<file path="src/rtl/pipe_ctrl_pkg.sv">
// pipe_ctrl_pkg: shared pipeline-control constants, FSM state type and stall encoder.
// No ports; imported by the controller, its counter and its interface users.
package pipe_ctrl_pkg;
    localparam int          STALL_W   = 6;
    localparam logic [5:0]  STALL_NONE = 6'b000000;
    localparam logic [5:0]  STALL_IF  = 6'b000011;
    localparam logic [5:0]  STALL_ID  = 6'b000111;
    localparam logic [5:0]  STALL_EX  = 6'b001111;
    localparam logic [5:0]  STALL_MEM = 6'b011111;
    localparam logic        Stop      = 1'b1;
    localparam logic        NoStop    = 1'b0;
    localparam logic        RstEnable = 1'b1;
    localparam logic [31:0] ZeroWord  = 32'h0000_0000;
    localparam logic [31:0] EXC_INT      = 32'h0000_0001;
    localparam logic [31:0] EXC_SYSCALL  = 32'h0000_0008;
    localparam logic [31:0] EXC_INVALID  = 32'h0000_000a;
    localparam logic [31:0] EXC_OVERFLOW = 32'h0000_000c;
    localparam logic [31:0] EXC_TRAP     = 32'h0000_000d;
    localparam logic [31:0] EXC_ERET     = 32'h0000_000e;

    typedef enum logic {RUN, FLUSHED} state_e;

    // The deepest requesting stage freezes itself and everything upstream of it.
    function automatic logic [5:0] stall_encode(input logic if_r, input logic id_r,
                                                input logic ex_r, input logic mem_r);
        return mem_r ? STALL_MEM : ex_r ? STALL_EX : id_r ? STALL_ID : if_r ? STALL_IF : STALL_NONE;
    endfunction
endpackage

</file>
<file path="src/rtl/pipe_ctrl_if.sv">
// pipe_ctrl_if: stall/flush bundle between the pipeline stages and pipe_ctrl.
// Requests: stallreq_from_{if,id,ex,mem}, excepttype_i, cp0_epc_i, stat_clr.
// Controls/status: stall[5:0], flush, new_pc, stall_cycles, flush_count, stall_timeout.
// master = controller side, slave = pipeline side.
interface pipe_ctrl_if;
    logic        stallreq_from_if;
    logic        stallreq_from_id;
    logic        stallreq_from_ex;
    logic        stallreq_from_mem;
    logic [31:0] excepttype_i;
    logic [31:0] cp0_epc_i;
    logic        stat_clr;
    logic [5:0]  stall;
    logic        flush;
    logic [31:0] new_pc;
    logic [31:0] stall_cycles;
    logic [15:0] flush_count;
    logic        stall_timeout;

    modport master (
        input  stallreq_from_if, stallreq_from_id, stallreq_from_ex, stallreq_from_mem,
        input  excepttype_i, cp0_epc_i, stat_clr,
        output stall, flush, new_pc, stall_cycles, flush_count, stall_timeout
    );
    modport slave (
        output stallreq_from_if, stallreq_from_id, stallreq_from_ex, stallreq_from_mem,
        output excepttype_i, cp0_epc_i, stat_clr,
        input  stall, flush, new_pc, stall_cycles, flush_count, stall_timeout
    );
endinterface

</file>
<file path="src/rtl/pipe_ctrl_sat_counter.sv">
// sat_counter: W-bit up counter that sticks at all-ones; clr_i wins over inc_i.
// Ports: clk, rst (async, active-high), clr_i, inc_i, cnt_o[W-1:0].
module sat_counter #(
    parameter int W = 8
) (
    input  logic         clk,
    input  logic         rst,
    input  logic         clr_i,
    input  logic         inc_i,
    output logic [W-1:0] cnt_o
);
    logic [W-1:0] cnt_q, cnt_d;

    always_comb cnt_d = clr_i ? '0 : (inc_i && !(&cnt_q)) ? cnt_q + W'(1) : cnt_q;

    always_ff @(posedge clk or posedge rst)
        if (rst) cnt_q <= '0;
        else     cnt_q <= cnt_d;

    assign cnt_o = cnt_q;
endmodule

</file>
<file path="src/rtl/pipe_ctrl.sv">
// pipe_ctrl: arbitrates stage stall requests, turns MEM exceptions into flush + redirect,
// and keeps stall/flush statistics with a consecutive-stall watchdog.
// Ports: clk, rst (async, active-high), bus (pipe_ctrl_if.master).
module pipe_ctrl
    import pipe_ctrl_pkg::*;
#(
    parameter int unsigned STALL_TIMEOUT    = 1024,
    parameter logic [31:0] EXC_HANDLER_ADDR = 32'h0000_0020
) (
    input  logic           clk,
    input  logic           rst,
    pipe_ctrl_if.master    bus
);
    state_e      state_q, state_d;
    logic        exc_acc, stalled;
    logic [31:0] wd_q, wd_d;
    logic        timeout_q, timeout_d;

    always_comb begin
        // FLUSHED masks the exception code MEM may still be holding, preventing a double flush.
        exc_acc   = rst != RstEnable && state_q == RUN && bus.excepttype_i != ZeroWord;
        state_d   = exc_acc ? FLUSHED : RUN;
        bus.flush = exc_acc;
        bus.new_pc = !exc_acc ? ZeroWord :
                     bus.excepttype_i == EXC_ERET ? bus.cp0_epc_i : EXC_HANDLER_ADDR;
        bus.stall = (rst == RstEnable || exc_acc) ? STALL_NONE :
                    stall_encode(bus.stallreq_from_if, bus.stallreq_from_id,
                                 bus.stallreq_from_ex, bus.stallreq_from_mem);
        stalled   = bus.stall != STALL_NONE;
        // Watchdog holds at the limit so the comparison below stays true without wrapping.
        wd_d      = (bus.stat_clr || !stalled || exc_acc) ? '0 :
                    wd_q == 32'(STALL_TIMEOUT) ? wd_q : wd_q + 32'd1;
        timeout_d = !bus.stat_clr && (timeout_q || wd_d == 32'(STALL_TIMEOUT));
    end

    always_ff @(posedge clk or posedge rst)
        if (rst) begin
            state_q   <= RUN;
            wd_q      <= '0;
            timeout_q <= 1'b0;
        end else begin
            state_q   <= state_d;
            wd_q      <= wd_d;
            timeout_q <= timeout_d;
        end

    assign bus.stall_timeout = timeout_q;

    sat_counter #(.W(32)) u_stall_cnt (
        .clk   (clk),
        .rst   (rst),
        .clr_i (bus.stat_clr),
        .inc_i (stalled),
        .cnt_o (bus.stall_cycles)
    );

    sat_counter #(.W(16)) u_flush_cnt (
        .clk   (clk),
        .rst   (rst),
        .clr_i (bus.stat_clr),
        .inc_i (exc_acc),
        .cnt_o (bus.flush_count)
    );
endmodule

</file>
<file path="src/flat_wrapper.sv">
// flat-port wrapper written by rule: the top's interface ports become plain ports
module pipe_ctrl_flat import pipe_ctrl_pkg::*;
#(
    parameter int unsigned STALL_TIMEOUT    = 1024,
    parameter logic [31:0] EXC_HANDLER_ADDR = 32'h0000_0020
)
  (clk, rst, bus_stallreq_from_if, bus_stallreq_from_id, bus_stallreq_from_ex, bus_stallreq_from_mem, bus_excepttype_i, bus_cp0_epc_i, bus_stat_clr, bus_stall, bus_flush, bus_new_pc, bus_stall_cycles, bus_flush_count, bus_stall_timeout);
  pipe_ctrl_if bus_i ();
  input  logic clk;
  input  logic rst;
  input wire logic [$bits(bus_i.stallreq_from_if)-1:0] bus_stallreq_from_if;
  input wire logic [$bits(bus_i.stallreq_from_id)-1:0] bus_stallreq_from_id;
  input wire logic [$bits(bus_i.stallreq_from_ex)-1:0] bus_stallreq_from_ex;
  input wire logic [$bits(bus_i.stallreq_from_mem)-1:0] bus_stallreq_from_mem;
  input wire logic [$bits(bus_i.excepttype_i)-1:0] bus_excepttype_i;
  input wire logic [$bits(bus_i.cp0_epc_i)-1:0] bus_cp0_epc_i;
  input wire logic [$bits(bus_i.stat_clr)-1:0] bus_stat_clr;
  output wire logic [$bits(bus_i.stall)-1:0] bus_stall;
  output wire logic [$bits(bus_i.flush)-1:0] bus_flush;
  output wire logic [$bits(bus_i.new_pc)-1:0] bus_new_pc;
  output wire logic [$bits(bus_i.stall_cycles)-1:0] bus_stall_cycles;
  output wire logic [$bits(bus_i.flush_count)-1:0] bus_flush_count;
  output wire logic [$bits(bus_i.stall_timeout)-1:0] bus_stall_timeout;
  assign bus_i.stallreq_from_if = bus_stallreq_from_if;
  assign bus_i.stallreq_from_id = bus_stallreq_from_id;
  assign bus_i.stallreq_from_ex = bus_stallreq_from_ex;
  assign bus_i.stallreq_from_mem = bus_stallreq_from_mem;
  assign bus_i.excepttype_i = bus_excepttype_i;
  assign bus_i.cp0_epc_i = bus_cp0_epc_i;
  assign bus_i.stat_clr = bus_stat_clr;
  assign bus_stall = bus_i.stall;
  assign bus_flush = bus_i.flush;
  assign bus_new_pc = bus_i.new_pc;
  assign bus_stall_cycles = bus_i.stall_cycles;
  assign bus_flush_count = bus_i.flush_count;
  assign bus_stall_timeout = bus_i.stall_timeout;
  pipe_ctrl #(.STALL_TIMEOUT(STALL_TIMEOUT), .EXC_HANDLER_ADDR(EXC_HANDLER_ADDR)) u_core (.clk(clk), .rst(rst), .bus(bus_i));
endmodule
</file>
<file path="config.mk">
export PLATFORM = sky130hd
export DESIGN_NAME = pipe_ctrl_flat
export DESIGN_NICKNAME = d
export VERILOG_FILES = /design/src/rtl/pipe_ctrl_pkg.sv /design/src/rtl/pipe_ctrl_if.sv /design/src/rtl/pipe_ctrl_sat_counter.sv /design/src/rtl/pipe_ctrl.sv /design/src/flat_wrapper.sv
export SDC_FILE = /design/constraint.sdc
export NUM_CORES = 1
export LEC_CHECK = 0
export CAP_MARGIN = 30
export CORE_ASPECT_RATIO = 1.1
export CORE_MARGIN = 1
export CORE_UTILIZATION = 52
export CTS_CLUSTER_DIAMETER = 200
export DETAILED_ROUTE_END_ITERATION = 12
export DONT_BUFFER_PORTS = 1
export GPL_TIMING_DRIVEN = 0
export HOLD_SLACK_MARGIN = 0.02
export PLACE_DENSITY = 0.75
export SYNTH_ARGS = -nofsm -noshare
export SYNTH_HDL_FRONTEND = slang
export SYNTH_SLANG_ARGS = --single-unit
export TNS_END_PERCENT = 20
</file>
<file path="constraint.sdc">
create_clock -name clk -period 21.3 [get_ports clk]
set_input_delay 6.39 -clock clk [delete_from_list [all_inputs] [get_ports clk]]
set_output_delay 6.39 -clock clk [all_outputs]
set_load 0.05 [all_outputs]
</file>
# After elaboration in Yosys (flattened, before gate mapping)
# Cells that the tools add are included.
dict set report totals {
  regBits 82
  input_bits 71
  out_inout_bits 88
  elab_cells 46
}
dict set report op_classes {
  n_addsub 3
  n_eq_ne 3
  mux 14
  bitwise_logic 2
  reduce_logical 19
}
# op n
set ops {}
lappend ops {{32-bit 2-to-1 mux} 6}
lappend ops {{32-bit by 1-bit adder with 32-bit output, second input constant} 2}
lappend ops {{32-bit by 11-bit equality test with 1-bit output, second input constant} 2}
lappend ops {{32-bit by 4-bit equality test with 1-bit output, second input constant} 1}
lappend ops {{16-bit 2-to-1 mux} 2}
lappend ops {{32-bit AND reduction} 1}
lappend ops {{32-bit nonzero test} 1}
lappend ops {{6-bit 2-to-1 mux} 4}
lappend ops {{16-bit by 1-bit adder with 16-bit output, second input constant} 1}
lappend ops {{16-bit AND reduction} 1}
lappend ops {{6-bit nonzero test} 1}
lappend ops {{1-bit logical AND} 5}
lappend ops {{1-bit logical NOT} 4}
lappend ops {{1-bit logical OR} 4}
lappend ops {{2-bit nonzero test} 2}
lappend ops {{2-bit 2-to-1 mux} 1}
lappend ops {{1-bit inverter} 2}
lappend ops {{1-bit 2-to-1 mux} 1}

# Logic depth before layout (Yosys ltp)
dict set report depth {
  depth_word 13
  depth_mapped 8
  mapped_depth_nobuf 8
}

# Hierarchy
# From an unflattened synthesis, not the netlist that was laid out.
dict set report hier_totals {
  cells_unflattened 608
  area_unflattened_um2 5408.9
}
# module instances cells_each area_each_um2 seq_area_each_um2
set by_module_without_submodules {}
lappend by_module_without_submodules {pipe_ctrl 1 316 2628.8 850.8}
lappend by_module_without_submodules {{sat_counter (u_core.u_stall_cnt)} 1 195 1863.0 800.8}
lappend by_module_without_submodules {{sat_counter (u_core.u_flush_cnt)} 1 97 917.1 400.4}

# Worst setup path before layout
# Ideal clock, no wire load.
dict set report synth_path {
  path_type {input to output}
  start {input port rst}
  end {output port bus_new_pc[5]}
  t_arrival_ns 9.517
  required_time_ns 14.910
  setup_slack_ns 5.393
  path_stages 4
  n_path_buf 1
  cell_sequence {inv_1 -> o311ai_1 -> clkbuf_1 -> nor2_1}
}
dict set report synth_via {
  elab_chain_cells 4
}
# element line_no
set synth_lines {}
lappend synth_lines {{start, declared} flat_wrapper.sv:10} ;# input logic rst;
lappend synth_lines {{1-bit inverter} pipe_ctrl.sv:21} ;# exc_acc = rst != RstEnable && state_q == RUN && bus.excepttype_i != ZeroWord;
lappend synth_lines {{1-bit logical AND (2 in a row)} pipe_ctrl.sv:21}
lappend synth_lines {{32-bit 2-to-1 mux} pipe_ctrl.sv:24} ;# bus.new_pc = !exc_acc ? ZeroWord :
lappend synth_lines {{end, declared} flat_wrapper.sv:20} ;# output wire logic [$bits(bus_i.new_pc)-1:0] bus_new_pc;
# No other way between the ends.

# Final worst setup path
dict set report layout_path {
  start {input port bus_excepttype_i[20]}
  end {output port bus_stall[2]}
}
dict set report layout_via {
  elab_chain_cells 4
}
# element line_no
set layout_lines {}
lappend layout_lines {{start, declared} flat_wrapper.sv:15} ;# input wire logic [$bits(bus_i.excepttype_i)-1:0] bus_excepttype_i;
lappend layout_lines {{32-bit nonzero test} pipe_ctrl.sv:21}
lappend layout_lines {{1-bit logical AND} pipe_ctrl.sv:21}
lappend layout_lines {{1-bit logical OR} pipe_ctrl.sv:26} ;# bus.stall = (rst == RstEnable || exc_acc) ? STALL_NONE :
lappend layout_lines {{6-bit 2-to-1 mux} pipe_ctrl.sv:26}
lappend layout_lines {{end, declared} flat_wrapper.sv:18} ;# output wire logic [$bits(bus_i.stall)-1:0] bus_stall;
# No other way between the ends.

==> metrics.md <==
| Metric | Value |
|---|---|
| Status | complete, no violations |
| Via/cell ratio | 6.465 |
| Mapped Area | roughly 0.005 sq mm |
| Leakage power | approximately 2.0 nW |
| Drt first pass iters | 5 |
| Final Net Count | around 700 |
| CP endpoint kind | output pin |
| Slew Viols, Final | 0 |
| Tightest Hold Check Type | register to register |
| Routability congestion estimate | ~1.1 |
| P&R area growth vs syn | 7.668% |
| Num CTS Buffers | 9 |
| Fraction of the cycle the final worst path needs | between 70% and 80% |
| Initial Utilization | between 50% and 60% |
| Die height | around 110 um |
| Horiz. Die Dim | 96.50 um |
| Filler cells | slightly below 900 |
| Number of synthesized register bits | 82 |
| 1st-iter DRT viols | 331 |
| Asr flop ratio synth | between 90% and 100% |
| CTS resizes | 0 |
| Grt ovf | 0 |
| Clk Latency, worst-skew pair | between 0.3 and 0.4 ns |
| Slowest CP cell | nor2_1 |
| Setup Buffers After CTS | 0 |
| Global-route wire length before repair | 22990 um |
| Final hold violation count | 0 |
| CTS Root Cell | clkbuf_8 |
| Clk slew on worst S/H paths | about 0.09 ns |
| Synth top area cells | dfrtp_1 40%, xnor2_1 6.2%, nor2_1 5.0%, and2_1 4.5%, nand3_1 3.4% |
| Die ar. | 0.01022 sq mm |
| Top-area cell type share of the netlist area | 40.18% |
| Post-synth EDFFs | 0 |
| Final worst slack | just over 6 ns |
| CP Class | primary input to output pin |
| Worst Hold Slack | between 0.6 and 0.7 ns |
| Post-DP HPWL | 10830 um |
| Post-synth net total | a little under 700 |
| Most common cell after layout, fill and taps aside | dfrtp_1 |
| Post-synthesis cell count | roughly 600 |
| Routed WL | between 10000 and 15000 um |
| Max rail drop VDD | around 0.025 mV |
| Synth area leader | dfrtp_1 |
| Comb power frac | between 5 and 6% |
| Post-synthesis sequential area ratio | 40.18% |
| Most frequent cells in the layout | 82 x dfrtp_1, 68 x nor2_1, 41 x nand2_1 |
| CP max FO | 10 |
| Max Cap Viol | 0 |
| Min Tclk post-route | roughly 15 ns |
| WL/cell | 19.60 um |
| IO buf count | 0 |
| Syn avg cell area | between 8 and 9 sq um |
| # rows | 37 |
| CTS tree | yes |
| Internal | 0.2179 mW |
| Critical Path RT | roughly 15 ns |
| Final core occ | roughly three fifths |
| GR Util All Layers | 29.59% |
| Setup TNS Final | 0 ns |
| F_max | between 60 and 70 MHz |
| DP Worst Slack | between 6 and 7 ns |
| Residual DRC | 0 |
| Pin count of the biggest net entering global routing | 70 |
| Startpoint types | primary input |
| Sw Share | roughly a quarter |
| Setup violations, final | 0 |
| Layout cells sized above 1 | between 6 and 7% |
| Vias in the first global route | ~4.6k |
| PD cells | roughly 54 mW/mm^2 |
| Design Power | 0.2948 mW |
| RSZ-0062 raised after global routing | no |
| Clk pwr share | just over 40% |
| # IOs | between 150 and 200 |
| Critical path cell sequence | nor4_1 -> nand4_1 -> o311ai_1 -> clkbuf_1 -> nand2_1 -> nor2_1 |
| Skew final | between 0.01 and 0.015 ns |
| Slew headroom | roughly 32% |
| Net Sw Power | 0.07684 mW |
| Post-synth top flop | dfrtp_1 |
| Yosys cell types | 56 |
| Flop pwr share | between 50% and 60% |
| DR vias | between 4k and 5k |
| CTS max path bufs | 2 |
| ANT nets after route | 0 |
| CTS H-tree lvls | 3 |
| Slew @ Worst Pin | 1.015 ns |
| Initial antenna violation count | 3 |
| CTS hold repair buffers | 0 |
| Core box area | roughly 0.0094 sq mm |
| Slowest stage delay, CP | 0.69 ns |
| Crit path DAT | 8.73 ns |
| Synth warn | 0 |
| CTS Sinks | between 80 and 90 |
==> synthesized netlist by cell type, types with 2 or more instances <==
cell type	count
dfrtp_1	82
nor2_1	68
nand2_1	41
and2_1	37
xnor2_1	36
nand3_1	35
a21oi_1	30
clkbuf_1	26
nand4_1	25
nor3_1	25
nor4_1	25
or3_1	22
o21ai_0	21
xor2_1	17
inv_1	15
and3_1	12
o31ai_1	11
or4_1	11
buf_2	6
and4_1	4
ha_1	4
a31o_2	3
nor4_2	3
nor4b_1	3
a31oi_1	2
a41oi_1	2
buf_4	2
mux2i_1	2
o211ai_1	2
==> state kept, by name, indices dropped and copies added, names as in the netlist <==
name / flops
u_core.u_stall_cnt.cnt_o: 32
u_core.wd_q: 32
u_core.u_flush_cnt.cnt_o: 16
u_core.bus.stall_timeout: 1
u_core.state_q: 1
==> final cells by class <==
cell class / instances / area [sq um] / area share [%]
inverters: 15 / 58.81 / 1.069
plain buffers: 34 / 142.6 / 2.594
multi-input cells: 468 / 2856 / 51.95
flip-flops and latches: 82 / 2052 / 37.32
diodes: 3 / 7.507 / 0.1365
well taps: 117 / 146.4 / 2.662
clock inverters: 5 / 61.31 / 1.115
clock buffers: 11 / 141.4 / 2.571
repair buffers: 2 / 32.53 / 0.5916
==> per-layer routing <==
metal  track usage, %  vias up  part of all wire, %
met4            16.91        0                  4.4
met5                0        -                    0
met3            4.149       44                  5.9
met2            50.35      214                   52
met1            35.06     2316                   38
li1                 -     2191                    -
==> kinds of logic after synthesis <==
group | Yosys count | share of synthesized area [%]
multiplexers | 2 | 0.3920
XOR/XNOR | 53 | 9.089
buffers and inverters | 49 | 3.895
AO/OA/AOI/OAI | 88 | 11.37
flip-flops | 82 | 40.18
other | 1 | 0.07342
adder cells (fa/ha/maj) | 4 | 0.9800
AND/OR/NAND/NOR | 320 | 34.03
==> power groups by stage <==
stage               Sequential (mW)  Combinational [mW]  Clock (mW)
finish                        0.159              0.0164       0.119
global route                  0.159              0.0182       0.127
CTS                           0.159              0.0165       0.121
detailed placement            0.162              0.0165           0
global placement              0.162              0.0155           0
floorplan                     0.162              0.0124           0
==> through the flow <==
| step | instances | area, sq um |
|---|---|---|
| 2_1_floorplan | 599 | 5107 |
| 3_3_place_gp | 716 | 5254 |
| 3_5_place_dp | 718 | 5289 |
| 4_1_cts | 734 | 5492 |
| 5_1_grt | 737 | 5499 |
| 6_report | 737 | 5499 |
==> worst max-delay path: cells and delay by family <==
| family | cells | cell delay (ns) |
|---|---|---|
| AO/OA/AOI/OAI | 1 | 0.49 |
| buffers and inverters | 1 | 0.48 |
| AND/OR/NAND/NOR | 4 | 1.36 |
==> worst paths after layout <==
| path | from | cells after the start | endpoint | slack, ns |
|---|---|---|---|---|
| worst max register to register | u_core.u_stall_cnt.cnt_o[7] | 7 | u_core.u_stall_cnt.cnt_o[19] | 18.25 |
| worst max-delay path | bus_excepttype_i[20] | 6 | bus_stall[2] | 6.18 |
| max in group asynchronous | rst | 2 | u_core.u_stall_cnt.cnt_o[3] | 14.88 |
| min in group asynchronous | rst | 1 | u_core.wd_q[18] | 5.81 |
| worst min register to register | u_core.wd_q[16] | 2 | u_core.wd_q[16] | 0.65 |
| worst min-delay path | u_core.wd_q[16] | 2 | u_core.wd_q[16] | 0.65 |
No activity file was read; power rests on OpenSTA's default activity.
